<file path="config.mk">
export PLATFORM = sky130hd
export DESIGN_NAME = p88_loader
export DESIGN_NICKNAME = d
export VERILOG_FILES = /design/src/rtl/p88_loader.sv
export SDC_FILE = /design/constraint.sdc
export NUM_CORES = 1
export LEC_CHECK = 0
export CORE_MARGIN = 2
export CORE_UTILIZATION = 50
export CTS_BUF_LIST = sky130_fd_sc_hd__clkbuf_8
export CTS_CLUSTER_DIAMETER = 50
export CTS_CLUSTER_SIZE = 14
export DETAILED_ROUTE_END_ITERATION = 16
export GPL_TIMING_DRIVEN = 0
export PLACE_DENSITY = 0.72
export SYNTH_ARGS = -nofsm -noshare
export SYNTH_HDL_FRONTEND = slang
export SYNTH_SLANG_ARGS = --single-unit
</file>
<file path="constraint.sdc">
create_clock -name clk_sys -period 9.48 [get_ports clk_sys]
set_input_delay 1.896 -clock clk_sys [delete_from_list [all_inputs] [get_ports clk_sys]]
set_output_delay 1.896 -clock clk_sys [all_outputs]
set_load 0.01 [all_outputs]
</file>
<file path="src/rtl/p88_loader.sv">
// P88 loader: parses the 4-byte P88 header from the hps_io download stream and
// writes the payload into Konix system RAM through a small FIFO and a req/ack port.
module p88_loader #(
    parameter int INDEX      = 4,
    parameter int FIFO_DEPTH = 4,
    parameter int ADDR_W     = 20
) (
    input  logic              clk_sys,
    input  logic              reset,
    input  logic              ioctl_download,
    input  logic [15:0]       ioctl_index,
    input  logic              ioctl_wr,
    input  logic [26:0]       ioctl_addr,
    input  logic [7:0]        ioctl_dout,
    output logic              ioctl_wait,
    output logic              mem_req,
    input  logic              mem_ack,
    output logic [ADDR_W-1:0] mem_addr,
    output logic [7:0]        mem_wdata,
    output logic              hold_reset,
    output logic              load_done,
    output logic              load_error
);

    localparam int PTR_W = $clog2(FIFO_DEPTH);
    localparam int CNT_W = PTR_W + 1;

    localparam logic [2:0] S_IDLE   = 3'd0;
    localparam logic [2:0] S_HEADER = 3'd1;
    localparam logic [2:0] S_DATA   = 3'd2;
    localparam logic [2:0] S_DRAIN  = 3'd3;
    localparam logic [2:0] S_DONE   = 3'd4;

    logic [2:0]        state;
    logic              dl_q;
    logic [1:0]        hdr_idx;
    logic [23:0]       hdr_acc;
    logic [ADDR_W-1:0] base;
    logic [ADDR_W-1:0] offset;
    logic              ovf;

    logic [ADDR_W+7:0] fifo_mem [FIFO_DEPTH];
    logic [ADDR_W+7:0] head;
    logic [PTR_W-1:0]  wr_ptr;
    logic [PTR_W-1:0]  rd_ptr;
    logic [CNT_W-1:0]  count;
    logic              req_q;

    logic              index_ok;
    logic              accepted;
    logic              dl_rise;
    logic              dl_fall;
    logic              hdr_byte;
    logic              pay_byte;
    logic [1:0]        hdr_pos;
    logic [ADDR_W:0]   addr_sum;
    logic              carry;
    logic              full;
    logic              push;
    logic              pop;
    logic              push_drop;
    logic              unused_bits;

    assign index_ok = (ioctl_index[5:0] == 6'(INDEX));
    assign accepted = ioctl_wr & ioctl_download & index_ok;
    assign dl_rise  = ioctl_download & ~dl_q & index_ok;
    assign dl_fall  = ~ioctl_download & dl_q;

    // File offset 0 always restarts the header, whatever the internal position says.
    assign hdr_byte = accepted & ((state == S_HEADER)
                                | (state == S_DATA && ioctl_addr == '0)
                                | (state == S_IDLE && dl_rise));
    assign pay_byte = accepted & (state == S_DATA) & (ioctl_addr != '0);
    assign hdr_pos  = (ioctl_addr == '0) ? 2'd0 : hdr_idx;

    assign addr_sum  = {1'b0, base} + {1'b0, offset};
    assign carry     = addr_sum[ADDR_W] | ovf;
    assign pop       = req_q & mem_ack;
    assign full      = (count == CNT_W'(FIFO_DEPTH));
    assign push      = pay_byte & ~carry & (~full | pop);
    assign push_drop = pay_byte & (carry | (full & ~pop));

    assign unused_bits = ^{ioctl_index[15:6], hdr_acc};

    // NOTE: sequential state uses non-blocking assignments so every register
    // samples the pre-edge values regardless of statement order.
    always_ff @(posedge clk_sys or posedge reset) begin
        if (reset) begin
            state      <= S_IDLE;
            dl_q       <= 1'b0;
            hdr_idx    <= 2'd0;
            hdr_acc    <= '0;
            base       <= '0;
            offset     <= '0;
            ovf        <= 1'b0;
            load_error <= 1'b0;
        end else begin
            dl_q <= ioctl_download;

            if (push_drop)
                load_error <= 1'b1;

            if (pay_byte) begin
                offset <= offset + ADDR_W'(1);
                if (addr_sum[ADDR_W] || (&offset))
                    ovf <= 1'b1;
            end

            if (hdr_byte) begin
                hdr_idx <= hdr_pos + 2'd1;
                case (hdr_pos)
                    2'd0: hdr_acc[7:0]   <= ioctl_dout;
                    2'd1: hdr_acc[15:8]  <= ioctl_dout;
                    2'd2: hdr_acc[23:16] <= ioctl_dout;
                    default: begin
                        base   <= hdr_acc[ADDR_W-1:0];
                        offset <= '0;
                        ovf    <= 1'b0;
                    end
                endcase
            end

            case (state)
                S_IDLE: begin
                    if (dl_rise) begin
                        state      <= S_HEADER;
                        load_error <= 1'b0;
                    end
                end
                S_HEADER: begin
                    if (dl_fall) begin
                        state      <= S_DRAIN;
                        load_error <= 1'b1;
                    end else if (hdr_byte && hdr_pos == 2'd3) begin
                        state <= S_DATA;
                    end
                end
                S_DATA: begin
                    if (dl_fall)
                        state <= S_DRAIN;
                    else if (hdr_byte)
                        state <= S_HEADER;
                end
                S_DRAIN: begin
                    if (count == '0 && !req_q)
                        state <= S_DONE;
                end
                default: begin
                    state   <= S_IDLE;
                    hdr_idx <= 2'd0;
                end
            endcase
        end
    end

    always_ff @(posedge clk_sys or posedge reset) begin
        if (reset) begin
            wr_ptr <= '0;
            rd_ptr <= '0;
            count  <= '0;
            req_q  <= 1'b0;
        end else begin
            if (push)
                wr_ptr <= wr_ptr + PTR_W'(1);
            if (pop)
                rd_ptr <= rd_ptr + PTR_W'(1);
            case ({push, pop})
                2'b10:   count <= count + CNT_W'(1);
                2'b01:   count <= count - CNT_W'(1);
                default: count <= count;
            endcase
            // Dropping req for a cycle after each ack keeps the head entry stable while req=1.
            req_q <= req_q ? ~mem_ack : (count != '0);
        end
    end

    // NOTE: the FIFO storage has no reset; only pointers and count define validity,
    // and the outputs are masked whenever no request is pending.
    always_ff @(posedge clk_sys) begin
        if (push)
            fifo_mem[wr_ptr] <= {addr_sum[ADDR_W-1:0], ioctl_dout};
    end

    assign head       = fifo_mem[rd_ptr];
    assign mem_req    = req_q;
    assign mem_addr   = req_q ? head[ADDR_W+7:8] : '0;
    assign mem_wdata  = req_q ? head[7:0] : '0;
    assign ioctl_wait = (count >= CNT_W'(FIFO_DEPTH - 1));
    assign hold_reset = (state == S_HEADER) | (state == S_DATA) | (state == S_DRAIN);
    assign load_done  = (state == S_DONE) & ~load_error;

endmodule

</file>
# Word level (Yosys, flattened, before mapping)
# Memories as Yosys holds them, arrays and structs flattened.
# Cells that the tools add are included.
[word_totals] mem_count=1 ram_bits=112 reg_bits=76 inputBits=56 word_cells=116 out_inout_bits=33
[classes] n_lt_le_gt_ge=1 n_addsub=7 reduce_logical=21 n_mux=27 n_bitwise=29 n_eq_ne=16
[mem_list] memory="fifo_mem" words=4 word_bits=28 rd=1 rd_clocked_by_memory_dff=0 write_ports=1 line="42" text="logic [ADDR_W+7:0] fifo_mem [FIFO_DEPTH];"
[ops] operator="two-way mux 20 bit" count=4
[ops] operator="logical NOT 27 bit" count=1
[ops] operator="nonzero test 27 bit" count=1
[ops] operator="adder 20 x 20 -> 21 bit" count=1
[ops] operator="adder 20 x 1 -> 20 bit, second input constant" count=1
[ops] operator="AND reduction 20 bit" count=1
[ops] operator="two-way mux 3 bit" count=6
[ops] operator="bitwise AND 1 bit" count=14
[ops] operator="case mux 3 bit (4 select lines)" count=1
[ops] operator="two-way mux 1 bit" count=10
[ops] operator="two-way mux 8 bit" count=1
[ops] operator="NOT 1 bit" count=8
[ops] operator="AND reduction 2 bit" count=4
[ops] operator="bitwise OR 1 bit" count=7
[ops] operator="adder 2 x 1 -> 2 bit, second input constant" count=3
[ops] operator="== test 2 bit, second input constant" count=3
[ops] operator="== test 3 x 2 -> 1 bit, second input constant" count=2
[ops] operator="== test 3 bit, second input constant" count=2
[ops] operator="== test 6 x 3 -> 1 bit, second input constant" count=1
[ops] operator="logical NOT 3 bit" count=2
[ops] operator="two-way mux 2 bit" count=3
[ops] operator="case mux 3 bit (2 select lines)" count=1
[ops] operator="== test 2 x 1 -> 1 bit, second input constant" count=2
[ops] operator="logical AND 1 bit" count=4
[ops] operator="17 further kinds" count=18

# Longest topological paths before layout
[logic_depth] ltp_word=10 depth_mapped=14 mapped_depth_nobuf=14

# Worst setup path after synthesis
# Ideal clock, no wire load.
[synth_path] path_type="in2reg" start="in ioctl_index[3]" end="mem fifo_mem[0][0] (netlist name), enable pin" path_slack_ns=5.022 arrival_ns=4.045 cell_stages=5 required_ns=9.067 setup_time_ns=0.413 n_path_buf=0 path_cell_list="nor4b_4 -> nand4_2 -> nor2_1 -> nand4_1 -> nor2_1"
[synth_via] elab_chain_cells=8
[synth_lines] item="start: declaration" line="11" text="input logic [15:0] ioctl_index,"
[synth_lines] item="== test 6 x 3 -> 1 bit" line="64" text="assign index_ok = (ioctl_index[5:0] == 6'(INDEX));"
[synth_lines] item="bitwise AND 1 bit" line="65" text="assign accepted = ioctl_wr & ioctl_download & index_ok;"
[synth_lines] item="bitwise AND 1 bit (2 in series)" line="73" text="assign pay_byte = accepted & (state == S_DATA) & (ioctl_addr != '0);"
[synth_lines] item="bitwise AND 1 bit (2 in series)" line="80" text="assign push = pay_byte & ~carry & (~full | pop);"
[synth_lines] item="two-way mux 1 bit" line="180" text="if (push)"
[synth_lines] item="two-way mux 1 bit (not written as such)" line="181" text="fifo_mem[wr_ptr] <= {addr_sum[ADDR_W-1:0], ioctl_dout};"
[synth_lines] item="end: declaration" line="42"
# Every way passes these cells.

# Worst setup path in the final report
[layout_path] start="reg rd_ptr[0]" end="out mem_wdata[0]"
[layout_via] elab_chain_cells=2
[layout_lines] item="start: declaration" line="45" text="logic [PTR_W-1:0] rd_ptr;"
[layout_lines] item="start signal: assignment" line="166" text="rd_ptr <= rd_ptr + PTR_W'(1);"
[layout_lines] item="memory (4 x 28 bit)"
[layout_lines] item="two-way mux 8 bit" line="187" text="assign mem_wdata = req_q ? head[7:0] : '0;"
[layout_lines] item="end: declaration" line="19" text="output logic [7:0] mem_wdata,"
# Every way passes these cells.

==> results.txt <==
Synthesis handed over a netlist of 660 instances. The via count of the routed design came out at 5,593. The clock period minus final worst setup slack is 4.951 ns. The worst setup path is captured at an output port.

The net count of the mapped netlist is 748. For hold timing, the worst endpoint is base[13]. The final antenna diode count is 0. The hold violation count in the final report is 0. The initial utilization of the core area, before any placement, comes to 50.76%. The maximum clock frequency is 202.0 MHz. The count of unique library cells instantiated by Yosys is 52.

The via count of the first global-routing pass came to 5,646. The share of the synthesized area in compound gates (AO/OA/AOI/OAI) came out at 5.870%. The routability congestion estimate from global placement came out at 0.8717. The average routed wire per standard cell is 17.63 µm. At the later pin of the worst-skew pair, clock insertion delay measures 0.46 ns. The overall die area is 18,510 µm². The residual overflow from global routing is 0. After detailed routing, the number of remaining DRC violations is 0. The main combinational cell family by area after synthesis is simple AND/OR/NAND/NOR gates.

The overall die width came out at about 140 µm. The number of buffers added for setup after CTS came out at 0. The flow ran to the end, and the final reports show no timing, DRC or antenna violations. In the global route stage, overall resource usage came out at between 20 and 25%. The parity-gate share of the synthesized area counting xor and xnor cells is 3.717%.

The share of synthesized cell area in and, or, nand and nor gates came out at 12.99%. Among all flip-flop cells after synthesis, the most frequent one is sky130_fd_sc_hd__edfxtp_1. The count of input and output buffers is 78. The worst supply voltage drop on vdd is 0.00009846 V. The detailed router used layers up to and including met4. The worst path arrival time came out at 3.06 ns. In the final timing run, aggregate negative setup slack is 0 ns. Measured against its own limit, the worst slew margin works out to 24.12%.

The most common cell in the synthesized netlist is sky130_fd_sc_hd__edfxtp_1. The startpoint identified for the worst register-to-register timing path is offset[0]. The number of buffers inserted during clock tree synthesis came out at 17. The cts-stage hold buffer count is 0. The top cell type's share of synthesized area is 38.58%. The initialized floorplan defines 48 standard-cell rows. The number of clock sinks is approximately 190. The detailed placement HPWL is 12.96 mm. The total of max-cap violations is 0.

Counting flops with a built-in enable in the synthesized netlist gives 112. The worst hold path was traced through 2 stages. The number of top-level design ports came out at 89. The relative area change from synthesis to final layout came out at 18.80%. The number of levels the H-tree was split into is 4. In the synthesized netlist, mux cells make up 10.18% of the area. Sorting the synthesized cells by how often they occur yields 112 x sky130_fd_sc_hd__edfxtp_1, 84 x sky130_fd_sc_hd__nand2_1, 76 x sky130_fd_sc_hd__dfrtp_1. The post-synth design cell area came out at 8718 µm².

The final cycle utilization of the critical path is 52.23%. The largest fanout on the critical path is 10. The leakage power figure is ~4.2 nW. The setup slack of the most critical reg-to-reg path came out at between 5 and 6 ns. The part of the Yosys area used for sequential elements came out at 60.39%. The worst setup path is of the register to output port kind.

The clock tree from TritonCTS is done. Setup repair after global routing left no endpoint under its margin. After synthesis, the cell types taking the most area are sky130_fd_sc_hd__edfxtp_1 39%, sky130_fd_sc_hd__dfrtp_1 22%, sky130_fd_sc_hd__mux4_2 7.2%, sky130_fd_sc_hd__ha_1 4.3%, sky130_fd_sc_hd__nand2_1 3.6%.

The sum of routed wire segments on met1 is between 7 and 8 mm. The max-slew violation count came out at 0. The number of iterations in the first detailed-routing pass is 5. The worst hold slack is 0.4783 ns. The die height came out at 136.1 µm. For this run, the number of Yosys warnings is 0. The pin count of the biggest net entering global routing came out at 77.

In this run the power density over the cells is 190.0 nW/µm². The number of resized instances in the post-cts repair step is 0. The critical path required time is 7.58 ns.

Setup violations remaining at the end of the flow were counted as 0. The length of routed met2 wiring came out at 8.938 mm. The maximum number of buffers from clock root to sink came out at 2. The average cell area after synthesis is approximately 13 µm². Clock-pin slew was measured on the worst setup and hold paths at ~0.090 ns. The remaining number of nets flagged by the antenna check after routing is 0. The wire length of the first global-routing pass came out at 28.38 mm. The adder-cell area share of the yosys netlist came out at 4.765%. The share of flip-flops with an asynchronous set or reset is approximately two fifths. The dominant cell type by area after synthesis is sky130_fd_sc_hd__edfxtp_1. Measured on the finished design, the core utilization comes to 60.30%. The share of layout cells above drive strength 1 is 13.42%.

The DRC marker count from the first detailed-route iteration is approximately 340. The initial antenna violation count came out at 0. The core footprint came out at between 15,000 and 20,000 µm².

In the routed layout, each cell is associated on average with a via count of 5.593. At the pin with the least slew margin, the transition time is 1.138 ns. The number of nets at the end of the flow is 850. The number of synthesized register bits came out at between 150 and 200. The root buffer cell is sky130_fd_sc_hd__clkbuf_8.

After detailed routing, the met3 layer carries 666 µm of wire. The tightest min-delay check is of the register to register type. The worst setup skew after layout came out at roughly 0.0094 ns. The worst setup path is launched from a register. The final wirelength came out at 17.63 mm. The number of cells traversed by the worst register-to-register path came out at 14. The worst hold path begins at hdr_acc[13]. The worst register-to-register path ends at count[2].
==> where the power goes <==
part	internal, W	total, W	switching [W]
Sequential	0.000886	0.000907	0.0000215
Clock	0.000259	0.000539	0.000280
Combinational	0.000286	0.000522	0.000235
==> worst max path at each step <==
stage / to / slack [ns] / depth (start not counted) / from
after floorplan: fifo_mem[0][0] / 5.02 / 5 / ioctl_index[3]
after global placement: fifo_mem[0][23] / 3.17 / 6 / ioctl_index[3]
after detailed placement: count[2] / 4.41 / 12 / ioctl_addr[0]
after CTS: mem_wdata[5] / 4.48 / 4 / rd_ptr[0]
after global routing: mem_wdata[0] / 4.39 / 4 / rd_ptr[0]
final: mem_wdata[0] / 4.53 / 4 / rd_ptr[0]
==> flip-flops by register name (all words and copies together), names as in the netlist <==
signal	count
dl_q	1
rd_ptr	2
base	20
state	3
offset	20
count	3
hdr_acc	20
mem_req	1
hdr_idx	2
load_error	1
fifo_mem	112
ovf	1
wr_ptr	2
==> area by class of cell <==
cell class                 instances  area [µm²]
sequential                       188        5265
clock buffer                      17       234.0
clock inverter                    15       172.7
tap                              225       281.5
inverter                          24       92.59
buffer                            22       92.59
multi-input combinational        426        3301
fill                            1372        6819
timing repair buffer              83       918.4
==> cell usage in the layout (no fill, tap or decap), types with 3 or more instances in the layout <==
master / netlist / routed
sky130_fd_sc_hd__ha_1: 30 / 30
sky130_fd_sc_hd__inv_1: 24 / 23
sky130_fd_sc_hd__mux4_2: 28 / 28
sky130_fd_sc_hd__buf_2: 5 / 5
sky130_fd_sc_hd__nor2_4: 0 / 4
sky130_fd_sc_hd__and3_1: 5 / 5
sky130_fd_sc_hd__buf_16: 0 / 5
sky130_fd_sc_hd__or3_1: 5 / 5
sky130_fd_sc_hd__nand2b_1: 3 / 3
sky130_fd_sc_hd__a21oi_1: 25 / 25
sky130_fd_sc_hd__nand2_1: 84 / 84
sky130_fd_sc_hd__a31oi_1: 6 / 6
sky130_fd_sc_hd__clkinv_4: 0 / 3
sky130_fd_sc_hd__a21o_1: 8 / 8
sky130_fd_sc_hd__o21ai_0: 17 / 17
sky130_fd_sc_hd__clkinvlp_4: 0 / 4
sky130_fd_sc_hd__bufinv_16: 0 / 3
sky130_fd_sc_hd__nand4_1: 7 / 7
sky130_fd_sc_hd__a211oi_1: 6 / 6
sky130_fd_sc_hd__clkdlybuf4s50_1: 0 / 78
sky130_fd_sc_hd__xnor2_1: 25 / 25
sky130_fd_sc_hd__nand3_1: 11 / 11
sky130_fd_sc_hd__buf_1: 5 / 5
sky130_fd_sc_hd__edfxtp_1: 112 / 112
sky130_fd_sc_hd__nor4_1: 15 / 15
sky130_fd_sc_hd__clkbuf_1: 11 / 11
sky130_fd_sc_hd__nor2_1: 41 / 37
sky130_fd_sc_hd__dfrtp_1: 76 / 76
sky130_fd_sc_hd__clkbuf_8: 0 / 17
sky130_fd_sc_hd__xor2_1: 12 / 12
sky130_fd_sc_hd__mux2_2: 21 / 21
sky130_fd_sc_hd__nor2b_1: 5 / 5
sky130_fd_sc_hd__nor3_1: 8 / 8
sky130_fd_sc_hd__and2_1: 32 / 32
==> critical path: stages, from the launching register on <==
cell	delay (ns)
sky130_fd_sc_hd__dfrtp_1	0.46
sky130_fd_sc_hd__buf_1	0.87
sky130_fd_sc_hd__mux4_2	0.61
sky130_fd_sc_hd__and2_1	0.17
sky130_fd_sc_hd__clkdlybuf4s50_1	0.47
==> cells by family after synthesis <==
logic type	Yosys count
AND/OR/NAND/NOR	227
XOR/XNOR	37
buffers and inverters	46
multiplexers	51
adder cells (fa/ha/maj)	32
flip-flops	188
AO/OA/AOI/OAI	79
==> per-stage QoR <==
stage          total power, W  setup slack, ns  cell area (µm²)  cells
2_1_floorplan        0.001230            5.022             8718    660
3_3_place_gp         0.001433            3.166             9781    963
3_5_place_dp         0.001453            4.415             9951    968
4_1_cts              0.001985            4.485            10360   1000
5_1_grt              0.002064            4.393            10360   1000
6_report             0.001968            4.529            10360   1000
==> layer usage <==
| metal | global-route usage [%] | vias to the layer above |
|---|---|---|
| met4 | 9.549 | 0 |
| met2 | 33.86 | 156 |
| met5 | 0 | - |
| met3 | 4.176 | 33 |
| met1 | 25.72 | 2783 |
| li1 | - | 2621 |
(Power assumes the default switching activity.)
